<file path="config.mk">
export PLATFORM = sky130hd
export DESIGN_NAME = mdi_register_bank
export DESIGN_NICKNAME = d
export VERILOG_FILES = /design/src/rtl/mdi_pkg.sv /design/src/rtl/mdi_lfsr.sv /design/src/rtl/mdi_register_bank.sv
export SDC_FILE = /design/constraint.sdc
export NUM_CORES = 1
export LEC_CHECK = 0
export ABC_CLOCK_PERIOD_IN_PS = 3100
export CAP_MARGIN = 20
export CORE_MARGIN = 4
export CORE_UTILIZATION = 35
export DETAILED_ROUTE_END_ITERATION = 12
export HOLD_SLACK_MARGIN = 0.1
export PLACE_DENSITY_LB_ADDON = 0.25
export RECOVER_POWER = 25
export SKIP_LAST_GASP = 1
export SLEW_MARGIN = 10
export SYNTH_ARGS = -nofsm -noshare
export SYNTH_HDL_FRONTEND = slang
export SYNTH_SLANG_ARGS = --single-unit
</file>
<file path="constraint.sdc">
create_clock -name clk -period 3.1 [get_ports clk]
set_clock_uncertainty 0.15 [all_clocks]
set_input_delay 0.62 -clock clk [delete_from_list [all_inputs] [get_ports clk]]
set_output_delay 0.62 -clock clk [all_outputs]
set_load 0.1 [all_outputs]
</file>
<file path="src/rtl/mdi_pkg.sv">
// Shared types and constants for the MDI read-once register bank.
package mdi_pkg;

    // Lifecycle of a single collapse cell.
    typedef enum logic [1:0] {
        EMPTY     = 2'd0,
        ARMED     = 2'd1,
        COLLAPSED = 2'd2,
        FUSED     = 2'd3
    } cell_state_t;

    // Measurement port sequencing.
    typedef enum logic [1:0] {
        IDLE    = 2'd0,
        MEASURE = 2'd1,
        RESP    = 2'd2
    } rd_state_t;

    localparam logic [7:0] LFSR_SEED = 8'hA5;
    // Feedback taps: bit7 ^ bit5 ^ bit4 ^ bit3.
    localparam logic [7:0] LFSR_TAPS = 8'b1011_1000;

    // One left shift of the obfuscation LFSR.
    function automatic logic [7:0] lfsr_step(input logic [7:0] s);
        return {s[6:0], ^(s & LFSR_TAPS)};
    endfunction

endpackage

</file>
<file path="src/rtl/mdi_lfsr.sv">
// Free-running 8-bit obfuscation source; shifts every cycle from the seed.
module mdi_lfsr
    import mdi_pkg::*;
(
    input  logic       clk,
    input  logic       reset_n,
    output logic [7:0] lfsr
);

    logic [7:0] lfsr_reg;

    // Advance the LFSR each cycle; reset reloads the seed.
    always_ff @(posedge clk or negedge reset_n) begin
        if (!reset_n) begin
            lfsr_reg <= LFSR_SEED;
        end else begin
            lfsr_reg <= lfsr_step(lfsr_reg);
        end
    end

    assign lfsr = lfsr_reg;

endmodule

</file>
<file path="src/rtl/mdi_register_bank.sv">
// Bank of read-once collapse cells with inline basis matcher and a
// valid/ready measurement port. Only a matching first read sees the value.
module mdi_register_bank
    import mdi_pkg::*;
#(
    parameter  int DEPTH   = 8,
    parameter  int WIDTH   = 8,
    parameter  int BASIS_W = 2,
    parameter  int REARM   = 0,
    localparam int ADDR_W  = $clog2(DEPTH)
) (
    input  logic               clk,
    input  logic               reset_n,
    input  logic               init,
    input  logic [ADDR_W-1:0]  init_addr,
    input  logic [WIDTH-1:0]   init_value,
    input  logic [BASIS_W-1:0] init_basis,
    output logic               init_err,
    input  logic               rd_valid,
    output logic               rd_ready,
    input  logic [ADDR_W-1:0]  rd_addr,
    input  logic [BASIS_W-1:0] rd_basis,
    output logic               resp_valid,
    input  logic               resp_ready,
    output logic [WIDTH-1:0]   resp_data,
    output logic               resp_match,
    output logic               pad_enable,
    input  logic [DEPTH-1:0]   fuse_blow,
    output logic [DEPTH-1:0]   collapsed,
    output logic [DEPTH-1:0]   killed,
    output logic               fuse_fire,
    output logic [ADDR_W-1:0]  fuse_fire_addr
);

    cell_state_t        cell_state_reg [DEPTH];
    logic [WIDTH-1:0]   cell_value_reg [DEPTH];
    logic [BASIS_W-1:0] cell_basis_reg [DEPTH];

    rd_state_t          rd_state_reg, rd_state_next;
    logic [ADDR_W-1:0]  rd_addr_reg;
    logic [BASIS_W-1:0] rd_basis_reg;
    logic [WIDTH-1:0]   resp_data_reg;
    logic               resp_match_reg;
    logic               fire_reg;
    logic [ADDR_W-1:0]  fire_addr_reg;
    logic               init_err_reg;

    logic [7:0]         lfsr;

    cell_state_t        meas_state, init_state;
    logic [WIDTH-1:0]   meas_value;
    logic [BASIS_W-1:0] meas_basis;
    logic               meas_fuse, init_fuse, init_in_range;
    logic               live, match, init_collide, init_accept;

    mdi_lfsr u_lfsr (
        .clk     (clk),
        .reset_n (reset_n),
        .lfsr    (lfsr)
    );

    // Select the cell under measurement and the cell targeted by init.
    always_comb begin
        meas_state    = EMPTY;
        meas_value    = '0;
        meas_basis    = '0;
        meas_fuse     = 1'b0;
        init_state    = EMPTY;
        init_fuse     = 1'b0;
        init_in_range = 1'b0;
        for (int i = 0; i < DEPTH; i++) begin
            if (rd_addr_reg == ADDR_W'(i)) begin
                meas_state = cell_state_reg[i];
                meas_value = cell_value_reg[i];
                meas_basis = cell_basis_reg[i];
                meas_fuse  = fuse_blow[i];
            end
            if (init_addr == ADDR_W'(i)) begin
                init_state    = cell_state_reg[i];
                init_fuse     = fuse_blow[i];
                init_in_range = 1'b1;
            end
        end
    end

    // A measurement collapses only an ARMED cell not being fused this edge;
    // a same-edge init to that cell loses to the collapse.
    always_comb begin
        live         = (rd_state_reg == MEASURE) && (meas_state == ARMED) && !meas_fuse;
        match        = live && (rd_basis_reg == meas_basis);
        init_collide = live && (init_addr == rd_addr_reg);
        init_accept  = init && init_in_range && !init_fuse && !init_collide &&
                       ((init_state == EMPTY) || (init_state == ARMED) ||
                        ((init_state == COLLAPSED) && (REARM != 0)));
    end

    generate
        for (genvar gi = 0; gi < DEPTH; gi++) begin : g_cell
            logic hit_collapse;
            logic hit_init;

            assign hit_collapse = live && (rd_addr_reg == ADDR_W'(gi));
            assign hit_init     = init_accept && (init_addr == ADDR_W'(gi));

            // Cell lifecycle: fuse beats collapse beats init.
            always_ff @(posedge clk or negedge reset_n) begin
                if (!reset_n) begin
                    cell_state_reg[gi] <= EMPTY;
                    cell_value_reg[gi] <= '0;
                    cell_basis_reg[gi] <= '0;
                end else if (fuse_blow[gi]) begin
                    cell_state_reg[gi] <= FUSED;
                    cell_value_reg[gi] <= '0;
                end else if (hit_collapse) begin
                    cell_state_reg[gi] <= COLLAPSED;
                end else if (hit_init) begin
                    cell_state_reg[gi] <= ARMED;
                    cell_value_reg[gi] <= init_value;
                    cell_basis_reg[gi] <= init_basis;
                end
            end

            assign collapsed[gi] = (cell_state_reg[gi] == COLLAPSED);
            assign killed[gi]    = (cell_state_reg[gi] == COLLAPSED) ||
                                   (cell_state_reg[gi] == FUSED);
        end
    endgenerate

    // Read FSM state register.
    always_ff @(posedge clk or negedge reset_n) begin
        if (!reset_n) begin
            rd_state_reg <= IDLE;
        end else begin
            rd_state_reg <= rd_state_next;
        end
    end

    // Read FSM next-state: accept, measure for one cycle, hold response.
    always_comb begin
        rd_state_next = rd_state_reg;
        case (rd_state_reg)
            IDLE:    if (rd_valid)   rd_state_next = MEASURE;
            MEASURE:                 rd_state_next = RESP;
            RESP:    if (resp_ready) rd_state_next = IDLE;
            default:                 rd_state_next = IDLE;
        endcase
    end

    // Request capture, response registers and one-cycle pulses.
    always_ff @(posedge clk or negedge reset_n) begin
        if (!reset_n) begin
            rd_addr_reg    <= '0;
            rd_basis_reg   <= '0;
            resp_data_reg  <= '0;
            resp_match_reg <= 1'b0;
            fire_reg       <= 1'b0;
            fire_addr_reg  <= '0;
            init_err_reg   <= 1'b0;
        end else begin
            fire_reg     <= live;
            init_err_reg <= init && !init_accept;
            if (live) begin
                fire_addr_reg <= rd_addr_reg;
            end
            if ((rd_state_reg == IDLE) && rd_valid) begin
                rd_addr_reg  <= rd_addr;
                rd_basis_reg <= rd_basis;
            end
            if (rd_state_reg == MEASURE) begin
                resp_data_reg  <= match ? meas_value : {(WIDTH/8){lfsr}};
                resp_match_reg <= match;
            end
        end
    end

    assign rd_ready       = (rd_state_reg == IDLE);
    assign resp_valid     = (rd_state_reg == RESP);
    assign resp_data      = resp_data_reg;
    assign resp_match     = resp_match_reg & resp_valid;
    assign pad_enable     = resp_valid & resp_match;
    assign fuse_fire      = fire_reg;
    assign fuse_fire_addr = fire_addr_reg;
    assign init_err       = init_err_reg;

endmodule

</file>
==> results of run 1 <==
## cell type report
class | count | area, um^2
Clock buffer | 22 | 464
Clock inverter | 10 | 186
Fill cell | 1633 | 9700
Inverter | 12 | 45.0
Multi-Input combinational cell | 366 | 2990
Sequential cell | 125 | 3140
Tap cell | 229 | 287
Timing Repair Buffer | 134 | 1090
## repair_timing
action                                 in CTS  in global routing
hold buffers                                1                  0
gates resized for setup                     0                  4
setup endpoints to repair                   0                 40
endpoints found under the hold margin      33                  0
## Yosys cell counts (all sizes together) (3+ instances only)
| cell | number | area (um^2) |
|---|---|---|
| inv | 12 | 45.0 |
| mux2i | 43 | 430 |
| nand2b | 43 | 269 |
| nand2 | 36 | 138 |
| o21bai | 4 | 30.0 |
| clkbuf | 23 | 86.3 |
| nor2b | 36 | 228 |
| mux4 | 16 | 360 |
| o21ai | 35 | 175 |
| mux2 | 51 | 608 |
| nand3b | 9 | 67.6 |
| a21oi | 8 | 40.0 |
| nor2 | 23 | 93.8 |
| nor3b | 7 | 62.6 |
| nand3 | 5 | 25.0 |
| dfstp | 4 | 105 |
| xnor2 | 6 | 52.6 |
| dfrtp | 121 | 3030 |
| buf | 17 | 108 |
| nor3 | 3 | 15.0 |
| a211o | 3 | 26.3 |
## critical path, delay by kind of cell
| kind | cells | cell delay (ns) |
|---|---|---|
| buffers and inverters | 3 | 0.98 |
| AND/OR/NAND/NOR | 2 | 0.44 |
| AO/OA/AOI/OAI | 5 | 1.10 |
## power breakdown
group          internal [mW]  switching (mW)  total, mW
clock network           1.47           0.727       2.20
registers               1.78           0.167       1.95
logic                  0.634            1.01       1.65
total                   3.89            1.91       5.79
## layer usage
metal  routed length [um]  vias to the layer above  part of all wire [%]  global-route usage, %
li1                     -                     2140                     -                      -
met1                 8190                     2318                    48                   25.0
met2                 8190                      112                    47                   27.8
met3                  629                       19                   3.6                   3.25
met4                  231                        0                   1.3                   5.90
met5                    0                        -                     0                      0
## layout by cell type, fill, tap and decap left out, types with 3 or more instances in the layout
| cell | count |
|---|---|
| buf_4 | 100 |
| nand3b_1 | 9 |
| clkbuf_16 | 17 |
| bufinv_16 | 5 |
| dfstp_1 | 3 |
| clkbuf_1 | 4 |
| dfrtp_1 | 119 |
| clkinvlp_4 | 3 |
| mux2_2 | 42 |
| mux2i_1 | 43 |
| o21ai_0 | 33 |
| nor3b_1 | 5 |
| nand2b_1 | 43 |
| nor2_1 | 22 |
| xnor2_1 | 6 |
| nor2b_1 | 35 |
| clkdlybuf4s50_1 | 27 |
| inv_1 | 11 |
| nand2_1 | 35 |
| a211o_1 | 3 |
| nand3_1 | 5 |
| nor3_1 | 3 |
| mux2_4 | 9 |
| o21bai_1 | 4 |
| mux4_2 | 16 |
| a21oi_1 | 8 |
## how the worst max path moves through the flow
stage / cells after the start / start / end / slack [ns]
after floorplan: 4 / rd_state_reg[0] / resp_match / 0.21
after global placement: 9 / init_addr[1] / cell_value_reg[3] / -0.33
after detailed placement: 9 / init_addr[1] / cell_value_reg[3] / -0.34
after CTS: 9 / init_addr[1] / cell_basis_reg[1] / 0.08
after global routing: 10 / fuse_blow[4] / cell_value_reg[51] / 0.01
final: 10 / fuse_blow[4] / cell_value_reg[48] / 0.12
## logic make-up (layout without fill, tap and decap cells)
family	Yosys count	in the layout	synth area share, %
AOI/OAI and AO/OA	74	74	8.19
buffers and inverters	52	178	3.76
DFF	125	125	49.3
xor gates and xnor gates	7	7	0.964
and+or+nand+nor	175	175	15.8
muxes	110	110	22.0
## metrics by stage
step / util [%] / power (mW) / setup WS, ns / hold WS [ns] / std cells
after CTS: 45.9 / 5.84 / 0.0829 / 0.238 / 898
final: 45.8 / 5.79 / 0.121 / 0.239 / 898
after floorplan: - / 3.05 / 0.214 / 0.174 / 543
after global placement: 42.2 / 3.59 / -0.327 / 0.217 / 865
after global routing: 45.8 / 6.03 / 0.0105 / 0.242 / 898
after detailed placement: 42.2 / 3.62 / -0.338 / 0.210 / 865
==> qor.txt, run 1 <==
Slew HR = 34.0%
Gr ovfl total = 0
Reg clk slew, reported paths = 0.05 ns
CP max FO = 16
Post-synth EDFFs = 0
Layout cell share with drive strength beyond 1 = 32.4%
H-Tree Depth = 4
Initial core utilization = 35.5%
Cells after Synth = 543
DP HPWL = 12800 um
Final Slew Violations = 0
Setup violators final = 0
First-pass GRT wire length = 27700 um
Status = completed
R2r worst-path depth = 8
Setup CP Type = in2reg
Port bufs = 63
DRT iter0 DRCs = 265
Worst path slowest cell = clkdlybuf4s50_1
Min-delay worst type = reg2reg
GRT Overall Usage = 17.8%
Ratio of final minimum period to clock period = 96.1%
Die width = 143 um
DRC viols = 0
Yosys cell types = 58
CTS tree = done
R2r startpoint = rd_addr_reg[0]
HP Start = u_lfsr.lfsr[1]
WHS Path Cells = 0
Vias in the first global route = 4823
Cell Area, Synth = 0.00636 mm^2
Post-CTS Repair Setup Buffers = 0
Final wirelength = 17200 um
Synth Warn # = 0
Max reg flops = 64
Via count = 4589
FP Rows = 49
Max_cap viols = 0
Post-synthesis sequential area ratio = 49.3%
Worst Setup End Kind = flip-flop
TNS Setup = 0 ns
Root buffer cell = clkbuf_16
Maximum vdd ir drop = 0.538 mV
Worst Tran Pin Value = 0.991 ns
Antenna diodes = 0
Initial antenna violation count = 0
Leak Pwr = 3.74 nW
Clock sink count = 125
Syn_nets = 574
CP required = 3.29 ns
Min Tclk post-route = 2.98 ns
Final layout net count = 687
CORE AREA = 0.0179 mm^2
Synthesized area per cell = 11.7 um^2
Io pins = 64
Routability cong. = 0.834
Area grow syn2layout = 28.9%
WL/cell = 19.2 um
Crit-path most repeated cell = buf_4
CP peak stage delay = 0.51 ns
#FFs+latches synth = 125
Pre-antenna DRT Iters = 5
Skew-Pair Late Insertion Delay = 0.42 ns
Fin. Hold Viols = 0
RSZ-0062 raised after global routing = false
Maximum clock frequency = 336 MHz
Antenna-violating nets left = 0
Async set or reset register ratio after synthesis = 100%
Area after DPL = 0.00755 mm^2
DIE AREA = 0.0204 mm^2
Post-route cell area = 0.00820 mm^2
CP cell instances = clkdlybuf4s50_1, nor3b_1, o211ai_1, a41oi_2, o211ai_4, buf_4, o2111ai_2, buf_4, nand3b_1, o21ai_0
Ys flop type = dfrtp_1
CTS buffer count = 17
Average vias per placed instance = 5.11
Clock tree buffer depth = 2
Chip Height = 143 um
Hold EP = u_lfsr.lfsr[2]
Power Dens Cells = 706 mW/mm^2
Largest net degree at the start of global routing = 39
FF-to-FF End = cell_value_reg[3]
CP arrival = 3.17 ns
Reg2Reg Setup Slack = 0.21 ns
Startpoint Class = input port
(Power assumes the default switching activity.)
==> inputs of run 2 (changes only) <==
SKIP_LAST_GASP = not set   (was 1)
SYNTH_HIERARCHICAL = 1   (was not set)
==> run 2 against run 1 <==
  * Synthesized area rose by 0.96%
  * Flip-flop and latch count is the same
  * Worst hold slack lost 0.0016 ns
  * Cell count is 7.2% lower
  * Global-route usage fell by 0.88 points
  * Sequential share of layout area grew 0.62 points
==> qor.txt, run 2 <==
DP HPWL = 11600 um (-9.3%)
Yosys top cell area share = 47.2% (-0.45 points)
CP max FO = 11 (-5)
Initial core utilization = 35.6% (+0.099 points)
Min Tclk post-route = 2.94 ns (-0.0367 ns)
Largest net degree at the start of global routing = 49 (+26%)
Cell Area, Synth = 0.00642 mm^2 (+0.96%)
Antenna diodes = 0 (unchanged)
Leak Pwr = 3.62 nW (-3.1%)
Count leader, synth = dfrtp_1
Maximum clock frequency = 340 MHz (+1.2%)
Final wirelength = 16200 um (-5.9%)
H-Tree Depth = 4 (unchanged)
CP top delay family = buffers and inverters
Most frequent cells in the layout = dfrtp_1, buf_4, nor2b_1
Average vias per placed instance = 5.01 (-2.0%)
Setup violators final = 0 (unchanged)
Post-synth top cells = dfrtp_1, nor2b_1, mux2_4, nand2_1, mux2_1
Gr ovfl total = 0 (unchanged)
Setup CP Type = in2reg
Layout cell share with drive strength beyond 1 = 35.1% (+2.7 points)
Status = completed
Fin. Hold Viols = 0 (unchanged)
GRT Overall Usage = 16.9% (-0.88 points)
R2r worst-path depth = 10 (+2)
HP Start = u_lfsr/lfsr[6]
Final layout net count = 622 (-9.5%)
DIE AREA = 0.0206 mm^2 (+0.91%)
Post-synthesis sequential area ratio = 48.8% (-0.47 points)
WL/cell = 19.5 um (+1.4%)
Synth top area cells = dfrtp_1, mux2_4, mux4_2, nor2b_1, mux2_1
Post-synth EDFFs = 0 (unchanged)
Syn_nets = 526 (-8.4%)
Startpoint Class = input port
CP peak stage delay = 0.57 ns (+0.06 ns)
CTS tree = done
Reg clk slew, reported paths = 0.06 ns (about the same)
FP Rows = 49 (unchanged)
Final Slew Violations = 0 (unchanged)
DRC viols = 0 (unchanged)
Min-delay worst type = reg2reg
Yosys top cell by area = dfrtp_1
Max reg flops = 64 (unchanged)
Skew-Pair Late Insertion Delay = 0.42 ns (about the same)
Maximum vdd ir drop = 0.419 mV (-22%)
CP required = 3.26 ns (-0.03 ns)
Vias in the first global route = 4544 (-5.8%)
Cells after Synth = 495 (-8.8%)
CTS buffer count = 17 (unchanged)
Io pins = 64 (unchanged)
Clock sink count = 125 (unchanged)
Worst hold slack = 0.237 ns (-0.00164 ns)
R2r startpoint = rd_addr_reg[1]
Ys flop type = dfrtp_1
CP arrival = 3.10 ns (-0.07 ns)
CP cell instances = clkdlybuf4s50_1, nor2_1, a311oi_2, a311oi_4, o21a_1, and4_4, buf_4, nor4b_4, buf_12, mux2_1
DRT iter0 DRCs = 254 (-4.2%)
CP Buf/Inv Count = 3 (unchanged)
Worst Tran Pin Value = 1.15 ns (+0.163 ns)
Antenna-violating nets left = 0 (unchanged)
Clock tree buffer depth = 2 (unchanged)
Initial antenna violation count = 0 (unchanged)
Async set or reset register ratio after synthesis = 100% (unchanged)
Worst Setup End Kind = flip-flop
First-pass GRT wire length = 25900 um (-6.7%)
Synth Warn # = 6 (+6)
Slew HR = 23.1% (-11 points)
Root buffer cell = clkbuf_16
Chip Height = 143 um (+0.46%)
Reg2Reg Setup Slack = 0.27 ns (+0.06 ns)
Yosys cell types = 49 (-16%)
Port bufs = 63 (unchanged)
Fillers = 1649 (+0.98%)
Worst path slowest cell = clkdlybuf4s50_1
#FFs+latches synth = 125 (unchanged)
Synthesized area per cell = 13.0 um^2 (+11%)
Hold EP = u_lfsr/lfsr[7]
CORE AREA = 0.0180 mm^2 (+0.68%)
Area grow syn2layout = 25.7%
Die width = 143 um (+0.46%)
Power Dens Cells = 647 mW/mm^2 (-8.4%)
WHS Path Cells = 0 (unchanged)
RSZ-0062 raised after global routing = false
Max_cap viols = 0 (unchanged)
FF-to-FF End = resp_data[0]
Most common cell after layout, fill and taps aside = dfrtp_1
Pre-antenna DRT Iters = 4 (-1)
Fin util = 44.8% (-1.0 points)
Ratio of final minimum period to clock period = 94.9% (-1.2 points)
Routability cong. = 0.855 (+2.5%)
Via count = 4173 (-9.1%)
-- run 2: metal layers --
| metal | global-route usage [%] | wire length (um) | share of wire (%) | up-vias |
|---|---|---|---|---|
| met5 | 0 | 0 | 0 | - |
| met4 | 5.65 | 262 | 1.6 | 0 |
| met3 | 4.39 | 684 | 4.2 | 24 |
| met2 | 27.6 | 7930 | 49 | 82 |
| met1 | 21.9 | 7350 | 45 | 2145 |
| li1 | - | - | - | 1922 |
-- run 2: layout make-up --
cell class	instances	area [um^2]	share of cell area [%]
inverter	4	15.0	0.186
multi-input combinational	325	3050	37.9
clock inverter	7	62.6	0.775
timing repair buffer	118	1030	12.8
clock buffer	25	485	6.02
sequential	125	3140	38.9
tap	229	287	3.55
-- run 2: how the worst max path moves through the flow --
stage | start | endpoint | slack [ns] | depth (start not counted)
global route | fuse_blow[2] | cell_basis_reg[0] | 0.03 | 10
finish | fuse_blow[7] | cell_basis_reg[0] | 0.16 | 10
CTS | rd_addr_reg[1] | resp_data[0] | 0.12 | 10
detailed placement | fuse_blow[7] | cell_value_reg[60] | -0.70 | 8
global placement | fuse_blow[7] | cell_value_reg[60] | -0.63 | 8
floorplan | rd_state_reg[0] | resp_match | 0.21 | 4
-- run 2: per-stage QoR --
stage / setup TNS [ns] / area (um^2) / setup WS (ns) / instances / total power, mW
after detailed placement: -26.29 / 7470 / -0.705 / 794 / 3.39
after global placement: -21.59 / 7470 / -0.626 / 794 / 3.37
after CTS: 0 / 8090 / 0.121 / 833 / 5.27
after global routing: 0 / 8070 / 0.0348 / 833 / 5.45
final: 0 / 8070 / 0.157 / 833 / 5.22
after floorplan: 0 / 6420 / 0.214 / 495 / 2.89
-- run 2: power breakdown --
group / switching, mW / internal, mW
Sequential: 0.109 / 1.74
Combinational: 0.951 / 0.561
Clock: 0.706 / 1.16
Total: 1.77 / 3.45
-- run 2: kinds of logic (layout without fill, tap and decap cells) --
logic type                Yosys count  in the layout  share of synthesized area, %
and+or+nand+nor                   154            154                          14.7
DFF                               125            125                          48.8
muxes                             118            118                          26.6
AOI/OAI and AO/OA                  45             45                          5.07
buffers and inverters              45            154                          3.74
xor gates and xnor gates            8              8                          1.09
-- run 2: timing repair --
item | in CTS | in global routing
endpoints found under the setup margin | 31 | 2
hold buffers | 1 | 0
buffers inserted | 6 | 0
pin swaps | 3 | 0
hold endpoints to repair | 43 | 0
resized for setup | 0 | 1
==> edit, RTL diff (settings of run 1) <==
The 3 states of `rd_state_t` get a one-hot encoding in 3 bits.
--- a/src/rtl/mdi_pkg.sv
+++ b/src/rtl/mdi_pkg.sv
@@ -10,10 +10,10 @@
     } cell_state_t;
 
     // Measurement port sequencing.
-    typedef enum logic [1:0] {
-        IDLE    = 2'd0,
-        MEASURE = 2'd1,
-        RESP    = 2'd2
+    typedef enum logic [2:0] {
+        IDLE    = 3'b001,
+        MEASURE = 3'b010,
+        RESP    = 3'b100
     } rd_state_t;
 
     localparam logic [7:0] LFSR_SEED = 8'hA5;
Check against the original RTL: no difference found for any inputs over 4 cycles, from zero or initial values and one cycle with reset_n low; so few cycles prove little.
==> edit against run 1 <==
- maximum frequency increased by 4.7%
- power increased by 3.5%
- combinational power increased by 22%
- sequential cell count increased by 1
- synthesized area increased by 3.4%
- worst setup slack improved by 0.13 ns
- global-route usage decreased by 0.57 points
- cell area increased by 0.87%
- routed wire length increased by 3.5%
==> edit: results (changes against run 1) <==
stage	metric	value	unit	change
critical_path	CP Max Fanout	11		was 16
placed_design	GP Congestion	0.823		was 0.834
placed_design	HPWL Detailed	12600	um	was 12,800 um
layout	design area	8270	um^2	was 8200 um^2
global_routing	first-pass GRT wire length	28800	um	was 27,700 um
sta	Worst Max-Slew Pin Slew	1.44	ns	was 0.991 ns
power_and_ir_drop	Peak VDD IR	0.353	mV	was 0.538 mV
layout	filler cell count	1656		was 1,633
worst_hold_path	Hold Startpoint	u_lfsr.lfsr[6]$_DFF_PN0_		was u_lfsr.lfsr[1]$_DFF_PN0_
power_and_ir_drop	share of power burned in the clock network	0.347		was 0.379
route	drt first pass iters	4		was 5
power_and_ir_drop	cell-internal power	3.79	mW	was 3.89 mW
sta	fmax	0.351	GHz	was 0.336 GHz
critical_path	Arrival @ worst endpoint	2.99	ns	was 3.17 ns
logic_synthesis	sequential area share after synthesis	0.481		was 0.493
global_routing	GR Util All Layers	0.172		was 0.178
critical_path	slowest cell on the critical path	mux4_2		was clkdlybuf4s50_1
layout	layout cells sized above 1	0.350		was 0.324
critical_path	Crit path max-delay family	simple AND/OR/NAND/NOR gates		was compound AO/OA/AOI/OAI gates
run_status	status	finished clean		unchanged
critical_path	Reg2Reg Setup Slack	0.32	ns	was 0.21 ns
logic_synthesis	synthesized net count	624		was 574
logic_synthesis	synthesized instance count	593		was 543
route	Vias	4886		was 4,589
logic_synthesis	Area contributors post-synth	dfrtp_1 (46%), mux2_2 (16%), nor2b_1 (7.2%), nand2_1 (2.1%), dfstp_2 (2.0%)		was dfrtp_1 (48%), mux2_2 (7.4%), mux2i_1 (6.8%), mux4_2 (5.7%), nand2b_1 (4.2%)
clock_tree	Root Buffer	clkbuf_16		unchanged
worst_hold_path	path category of the worst min-delay check	reg -> reg		unchanged
global_routing	largest net degree at the start of global routing	53		was 39
route	drt initial violations	263		was 265
power_and_ir_drop	leak pwr	3.70	nW	was 3.74 nW
critical_path	CP startpoint	init_addr[2]		was fuse_blow[4]
route	Final Routed Wirelength	17800	um	was 17,200 um
logic_synthesis	Synth top cells by count	dfrtp_1 (121), mux2_2 (95), nor2b_1 (76)		was dfrtp_1 (121), mux2i_1 (43), nand2b_1 (43)
placed_design	DP Worst Slack	-0.316	ns	was -0.338 ns
sta	Fin Hold WS	0.228	ns	was 0.239 ns
critical_path	critical path's largest stage delay	0.47	ns	was 0.51 ns
placed_design	Placed Area	7660	um^2	was 7550 um^2
logic_synthesis	post-synthesis cell type count	65		was 58
layout	Nets	709		was 687
placed_design	placed cell count	888		was 865
edit: cell count changes after synthesis, moves of 8 or more:
cell / before / now
o21ai_0: 34 / 21
mux2i_1: 43 / 8
mux2_2: 42 / 95
nor2b_1: 35 / 76
mux4_2: 16 / 1
inv_1: 11 / 3
nand2b_1: 43 / 5
mux2_4: 9 / 0
a21oi_1: 8 / 17
a22oi_1: 2 / 13
edit: area by class of cell:
class / instances / share of cell area
multi-input cells: 414 / 0.382
repair buffers: 115 / 0.125
clock buffers: 20 / 0.0540
well taps: 229 / 0.0346
flip-flops and latches: 126 / 0.382
inverters: 4 / 0.00182
clock inverters: 12 / 0.0203
edit: cells by family after synthesis:
logic type | count (synthesis) | synth area share
XOR/XNOR | 8 | 0.0107
AND/OR/NAND/NOR | 199 | 0.176
flip-flops | 126 | 0.481
AO/OA/AOI/OAI | 103 | 0.112
buffers and inverters | 53 | 0.0423
multiplexers | 104 | 0.178
edit: metal layers:
layer | GRT usage | wire (um) | up-vias
met5 | 0 | 0 | -
met3 | 0.0424 | 618 | 28
met1 | 0.227 | 7970 | 2490
met2 | 0.284 | 8910 | 99
met4 | 0.0494 | 344 | 0
li1 | - | - | 2269
edit: timing repair:
action	in CTS	in global routing
setup endpoints to repair	0	25
resized for setup	0	4
hold buffers	0	0
edit: path summary, 6_finish.rpt:
check / end / cells past startpoint
worst max register to register: resp_data[5]$_DFFE_PN0N_ / 7
worst min-delay path: u_lfsr.lfsr[7]$_DFF_PN1_ / 0
worst min register to register: u_lfsr.lfsr[7]$_DFF_PN1_ / 0
worst max-delay path: cell_value_reg[32]$_DFFE_PN0P_ / 7
max in group asynchronous: cell_value_reg[57]$_DFFE_PN0P_ / 2
min in group asynchronous: init_err$_DFF_PN0_ / 1
